===== src/rtl/uart_pkg.sv =====
// Shared types and default timing constants for the UART receive-side controller.
package uart_pkg;

  typedef enum logic [1:0] {
    DISABLED = 2'd0,
    ARMING   = 2'd1,
    ACTIVE   = 2'd2
  } rx_ctrl_state_t;

  localparam int OVERSAMPLE         = 16;
  localparam int FRAME_BITS         = 10;
  localparam int IDLE_TICKS_DFLT    = OVERSAMPLE * FRAME_BITS;
  localparam int TIMEOUT_TICKS_DFLT = 4 * IDLE_TICKS_DFLT;

  // Bits needed to hold a counter that can reach max_val.
  function automatic int cnt_width(input int max_val);
    return (max_val < 2) ? 1 : $clog2(max_val + 1);
  endfunction

endpackage


===== src/rtl/uart_sync_fifo.sv =====
// Single-clock DEPTH x WIDTH FIFO; a push while full is accepted only alongside a pop.
module uart_sync_fifo #(
  parameter int DEPTH = 4,
  parameter int WIDTH = 8
) (
  input  logic                         clk,
  input  logic                         rst_n,
  input  logic                         push,
  input  logic                         pop,
  input  logic [WIDTH-1:0]             wdata,
  output logic [WIDTH-1:0]             rdata,
  output logic                         full,
  output logic                         empty,
  output logic [$clog2(DEPTH+1)-1:0]   level
);

  localparam int AW = (DEPTH > 1) ? $clog2(DEPTH) : 1;
  localparam int LW = $clog2(DEPTH + 1);

  logic [WIDTH-1:0] mem [DEPTH];
  logic [AW-1:0]    wr_ptr;
  logic [AW-1:0]    rd_ptr;
  logic             do_push;
  logic             do_pop;

  assign full    = (level == LW'(DEPTH));
  assign empty   = (level == '0);
  assign do_pop  = pop & ~empty;
  assign do_push = push & (~full | do_pop);
  assign rdata   = empty ? '0 : mem[rd_ptr];

  // Pointers wrap naturally because DEPTH is a power of two.
  always_ff @(posedge clk or negedge rst_n) begin
    if (!rst_n) begin
      wr_ptr <= '0;
      rd_ptr <= '0;
      level  <= '0;
    end else begin
      if (do_push) wr_ptr <= wr_ptr + AW'(1);
      if (do_pop)  rd_ptr <= rd_ptr + AW'(1);
      case ({do_push, do_pop})
        2'b10:   level <= level + LW'(1);
        2'b01:   level <= level - LW'(1);
        default: level <= level;
      endcase
    end
  end

  always_ff @(posedge clk) begin
    if (do_push) mem[wr_ptr] <= wdata;
  end

endmodule


===== src/rtl/uart_rx_ctrl.sv =====
// UART receive sequencer: oversample tick, idle-line arming, byte capture FIFO, overrun and timeout.
// state    | meaning
// DISABLED | controller off, receiver held disabled
// ARMING   | waiting for IDLE_TICKS consecutive high-line ticks
// ACTIVE   | receiver enabled, bytes captured into FIFO
module uart_rx_ctrl
  import uart_pkg::*;
#(
  parameter int DEPTH         = 4,
  parameter int DIV_W         = 16,
  parameter int IDLE_TICKS    = IDLE_TICKS_DFLT,
  parameter int TIMEOUT_TICKS = TIMEOUT_TICKS_DFLT
) (
  input  logic                       clk,
  input  logic                       rst_n,
  input  logic                       cfg_en,
  input  logic [DIV_W-1:0]           cfg_div,
  input  logic                       i_rx,
  input  logic [7:0]                 rx_data_in,
  input  logic                       rx_valid_in,
  output logic                       rx_en_o,
  output logic                       rx_tick_o,
  output logic [7:0]                 m_data,
  output logic                       m_valid,
  input  logic                       m_ready,
  output logic [$clog2(DEPTH+1)-1:0] fifo_level,
  output logic                       overrun,
  input  logic                       overrun_clr,
  output logic                       timeout
);

  localparam int IDLE_W = cnt_width(IDLE_TICKS);
  localparam int TO_W   = cnt_width(TIMEOUT_TICKS);

  rx_ctrl_state_t    state, state_nxt;
  logic [1:0]        rx_sync;
  logic              rx_s;
  logic [DIV_W-1:0]  div_cnt;
  logic              tick_q, tick;
  logic [IDLE_W-1:0] idle_cnt;
  logic              arm_done;
  logic              valid_q, push, pop;
  logic              fifo_full, fifo_empty;
  logic [TO_W-1:0]   to_cnt;
  logic              to_clr, to_inc;

  always_ff @(posedge clk or negedge rst_n) begin
    if (!rst_n) rx_sync <= 2'b11;
    else        rx_sync <= {rx_sync[0], i_rx};
  end
  assign rx_s = rx_sync[1];

  always_ff @(posedge clk or negedge rst_n) begin
    if (!rst_n) begin
      div_cnt <= '0;
      tick_q  <= 1'b0;
    end else if (!cfg_en) begin
      div_cnt <= cfg_div;
      tick_q  <= 1'b0;
    end else if (div_cnt == '0) begin
      div_cnt <= cfg_div;
      tick_q  <= 1'b1;
    end else begin
      div_cnt <= div_cnt - DIV_W'(1);
      tick_q  <= 1'b0;
    end
  end
  // Gate so a tick registered just before disable never escapes.
  assign tick      = tick_q & cfg_en;
  assign rx_tick_o = tick;

  assign arm_done = tick & rx_s & (idle_cnt == IDLE_W'(IDLE_TICKS - 1));

  always_ff @(posedge clk or negedge rst_n) begin
    if (!rst_n)                           idle_cnt <= '0;
    else if (state != ARMING || !rx_s)    idle_cnt <= '0;
    else if (tick)                        idle_cnt <= idle_cnt + IDLE_W'(1);
  end

  always_ff @(posedge clk or negedge rst_n) begin
    if (!rst_n) state <= DISABLED;
    else        state <= state_nxt;
  end

  always_comb begin
    state_nxt = state;
    rx_en_o   = 1'b0;
    case (state)
      DISABLED: if (cfg_en) state_nxt = ARMING;
      ARMING:   if (arm_done) state_nxt = ACTIVE;
      ACTIVE:   rx_en_o = 1'b1;
      default:  state_nxt = DISABLED;
    endcase
    if (!cfg_en) state_nxt = DISABLED;
  end

  always_ff @(posedge clk or negedge rst_n) begin
    if (!rst_n) valid_q <= 1'b0;
    else        valid_q <= rx_valid_in;
  end

  assign push    = rx_valid_in & ~valid_q & (state == ACTIVE) & cfg_en;
  assign pop     = m_valid & m_ready;
  assign m_valid = ~fifo_empty;

  uart_sync_fifo #(.DEPTH(DEPTH), .WIDTH(8)) u_fifo (
    .clk   (clk),
    .rst_n (rst_n),
    .push  (push),
    .pop   (pop),
    .wdata (rx_data_in),
    .rdata (m_data),
    .full  (fifo_full),
    .empty (fifo_empty),
    .level (fifo_level)
  );

  always_ff @(posedge clk or negedge rst_n) begin
    if (!rst_n)                         overrun <= 1'b0;
    else if (push & fifo_full & ~pop)   overrun <= 1'b1;
    else if (overrun_clr)               overrun <= 1'b0;
  end

  // Counter saturates at TIMEOUT_TICKS so the pulse fires once per clear.
  assign to_clr = push | pop | ~rx_s | (state != ACTIVE);
  assign to_inc = tick & ~fifo_empty & (to_cnt != TO_W'(TIMEOUT_TICKS));

  always_ff @(posedge clk or negedge rst_n) begin
    if (!rst_n) begin
      to_cnt  <= '0;
      timeout <= 1'b0;
    end else begin
      timeout <= 1'b0;
      if (to_clr) begin
        to_cnt <= '0;
      end else if (to_inc) begin
        to_cnt  <= to_cnt + TO_W'(1);
        timeout <= (to_cnt == TO_W'(TIMEOUT_TICKS - 1));
      end
    end
  end

endmodule

===== config.mk =====
export PLATFORM = sky130hd
export DESIGN_NAME = uart_rx_ctrl
export DESIGN_NICKNAME = d
export VERILOG_FILES = /design/src/rtl/uart_pkg.sv /design/src/rtl/uart_sync_fifo.sv /design/src/rtl/uart_rx_ctrl.sv
export SDC_FILE = /design/constraint.sdc
export NUM_CORES = 1
export LEC_CHECK = 0
export CAP_MARGIN = 25
export CORE_UTILIZATION = 45
export CTS_BUF_LIST = sky130_fd_sc_hd__clkbuf_8
export DETAILED_ROUTE_END_ITERATION = 7
export MAX_ROUTING_LAYER = met4
export PLACE_DENSITY = 0.74
export SLEW_MARGIN = 20
export SYNTH_ARGS = -nofsm -noshare
export SYNTH_HDL_FRONTEND = slang
export SYNTH_SLANG_ARGS = --single-unit

===== constraint.sdc =====
create_clock -name clk -period 6 [get_ports clk]
set_input_delay 1.2 -clock clk [delete_from_list [all_inputs] [get_ports clk]]
set_output_delay 1.2 -clock clk [all_outputs]
set_load 0.02 [all_outputs]

==> impl_results.md <==
- Outcome: complete, no violations
- Vias: 2562
- # DRC: 0
- Final net count: 406
- Worst Setup End Kind: output pin
- Mapped Nets: 356
- Worst r2r dst: u_fifo.level[1]
- GR Util met3: 4.028%
- Critical Path Fanout Max: 17
- Crit path arrival time: 2.98 ns
- Iter 0 DRT Violations: 128
- Ant diodes: 0
- DR WL/cell: 14.68 um
- Cell Pwr Density: 236.1 mW/mm2
- Tmin final: 4.178 ns
- Sequential share of the synthesized area: 55.41%
- Final Hold Fails: 0
- Hold Buf Count CTS: 0
- Reg2reg start: u_fifo.level[0]
- Synthesized area: 0.003951 mm2
- Syn. warnings: 0
- Slew Limit Fails: 0
- Layout Utilization: 56.51%
- Worst hold slack: 0.3519 ns
- Lkg Pwr: 0.001765 uW
- GRT Max-Usage Layer: met2
- Fin Setup TNS: 0 ns
- H-tree levels: 3
- Dpl hpwl: 4983 um
- Area of the die: 0.009159 mm2
- Final Setup Violations: 0
- RD Place Congestion: 0.8018
- Initial antenna violation count: 0
- Die Y: 95.71 um
- Initial Util: 47.37%
- Tcrit/Tclk final: 69.63%
- Unique masters post-synth: 52
- Vias in the first global route: 2503
- Total CTS buffers: 9
- GR Overflow Total: 0
- Clock Sinks: 81
- Slew HR: 49.57%
- Root Buffer: clkbuf_8
- Synth-to-Final Area Change: 19.28%
- Number of flops mapped to enable cells by yosys: 32
- Fin area: 0.004713 mm2
- Post-Place Cell Area: 0.004508 mm2
- Setup repair bufs after CTS: 0
- Max stage delay on crit path: 0.84 ns
- Worst r2r path cells: 5
- CTS tree: built
- Most frequent cells in the layout: dfrtp_1, clkdlybuf4s50_1, edfxtp_1
- CTS max path bufs: 2
- Critical Path, Cell by Cell: clkdlybuf4s50_1 -> nand2_1 -> inv_1 -> clkdlybuf4s50_1
- Largest net degree at the start of global routing: 28
- Worst R2R Setup Slack: 3.64 ns
- Tot GR Track Use: 17.78%
- Post-cts resize count: 0
- Commonest non-fill, non-tap cell in the layout: dfrtp_1
- Least-Margin Pin Slew: 0.7507 ns
- Row Count: 33
- Drt pass-1 iters: 4
- First-pass GRT wire length: 11990 um
- Ys async rst share: 60.49%
- CP Class: primary input to output pin
- Tightest Hold Check Type: register to register
- CP max stage cell: clkdlybuf4s50_1
- Vias per inst: 5.394
- Crit start category: primary input
- Filler instances: 685
- Port bufs: 46
- Syn Area/Cell: 12.54 um2
- IO Count: 47
- Clock transition at path regs: 0.09 ns
- Fmax: 0.2393 GHz
- Met1 usage: 23.81%
- Seq cells post-synth: 81
- Clock skew: 0.01369 ns
- GR Layer Usage met2: 27.44%
- Clock latency on the worst-skew pair: 0.34 ns
- Placeable Area: 0.008341 mm2
- Top FF cell, synth: dfrtp_1
- Worst vdd ir: 0.1398 mV
- Critical Path Most Common Cell: clkdlybuf4s50_1
- HP Start: rx_sync[0]
- Endpoint, Worst Hold: rx_sync[1]
- Die Width: 95.71 um
- Max cap viols: 0
- Cells after Synth: 315
- Worst Hold Depth: 0
- WL final: 6975 um
- Routed Antenna Nets: 0
- Crit path required time: 4.80 ns
- Fraction of layout cells with a size suffix above 1: 13.51%
- RSZ-0062 raised after global routing: false
stage by stage:
| step | setup WS (ns) | power [uW] | cells |
|---|---|---|---|
| 6_report | 1.822 | 1113 | 475 |
| 5_1_grt | 1.658 | 1166 | 475 |
| 4_1_cts | 1.823 | 1126 | 475 |
| 3_5_place_dp | 1.835 | 719.8 | 459 |
| 3_3_place_gp | 1.908 | 715.7 | 457 |
| 2_1_floorplan | 2.869 | 678.8 | 315 |
sequential cells by signal, indices dropped and copies added, names as in the netlist, 2 cells and up:
register and cells:
div_cnt 16, idle_cnt 8, rx_sync 2, state 2
to_cnt 10, u_fifo.level 3, u_fifo.mem 32, u_fifo.rd_ptr 2
u_fifo.wr_ptr 2
cell type report:
type                    instances  area [um2]  share of cell area (%)
repair buffers                 48       480.5                   10.19
clock buffers                   9       123.9                   2.628
clock inverters                 7       81.33                   1.726
flip-flops and latches         81        2190                   46.46
inverters                      20       75.07                   1.593
multi-input cells             205        1632                   34.62
well taps                     105       131.4                   2.787
synthesized netlist by cell type (2+ instances only):
| cell type | n | area [um2] |
|---|---|---|
| or3_1 | 6 | 37.54 |
| dfrtp_1 | 47 | 1176 |
| or3b_2 | 2 | 17.52 |
| mux2i_1 | 2 | 20.02 |
| nand4_1 | 8 | 50.05 |
| dfstp_2 | 2 | 52.55 |
| clkbuf_1 | 4 | 15.01 |
| nor4b_1 | 2 | 17.52 |
| edfxtp_1 | 32 | 960.9 |
| nand3_1 | 10 | 50.05 |
| mux2_4 | 9 | 135.1 |
| a31oi_1 | 4 | 25.02 |
| nand4b_1 | 3 | 26.28 |
| nand2b_1 | 2 | 12.51 |
| o21ai_0 | 8 | 40.04 |
| a21oi_1 | 10 | 50.05 |
| inv_1 | 20 | 75.07 |
| mux4_2 | 8 | 180.2 |
| xor2_1 | 13 | 113.9 |
| mux2_2 | 4 | 45.04 |
| nand2_1 | 15 | 56.30 |
| nor4_1 | 4 | 25.02 |
| nor3b_1 | 2 | 15.01 |
| o41ai_1 | 2 | 17.52 |
| and4_1 | 2 | 17.52 |
| ha_1 | 9 | 112.6 |
| and2_1 | 5 | 31.28 |
| nor3_1 | 10 | 50.05 |
| buf_2 | 4 | 20.02 |
| nor2_1 | 22 | 82.58 |
| nor2b_1 | 10 | 62.56 |
| xnor2_1 | 14 | 122.6 |
worst max path at each step:
stage | start | to | slack (ns) | cells after the start
finish | cfg_en | rx_tick_o | 1.82 | 4
global route | cfg_en | rx_tick_o | 1.66 | 4
CTS | cfg_en | rx_tick_o | 1.82 | 4
detailed placement | cfg_en | rx_tick_o | 1.83 | 4
global placement | cfg_en | rx_tick_o | 1.91 | 4
floorplan | cfg_en | rx_tick_o | 2.87 | 4
worst max-delay path: cells and delay by family:
kind / cells / cell delay (ns)
buffers and inverters: 3 / 1.57
AND/OR/NAND/NOR: 1 / 0.21
cell families (layout without fill, tap and decap cells):
family,after synthesis,after routing,share of synthesized area (%)
flops,81,81,55.41
fa+ha+maj,10,10,3.357
xor+xnor,27,27,5.985
mux,23,23,9.626
simple gates,110,110,16.40
compound gates,35,35,5.922
buf+inv,29,84,3.293
per-layer routing:
| layer | wire [um] | share of wire (%) |
|---|---|---|
| met3 | 332 | 4.8 |
| met4 | 40 | 0.57 |
| met5 | 0 | 0 |
| met1 | 3228 | 46 |
| met2 | 3372 | 48 |
power by group:
part	leakage (uW)	internal (uW)	switching, uW
clock network	0.000101	199	207
logic	0.000751	52.4	41.1
registers	0.000912	592	21.3
total	0.00177	844	269
No activity file was read; power rests on OpenSTA's default activity.
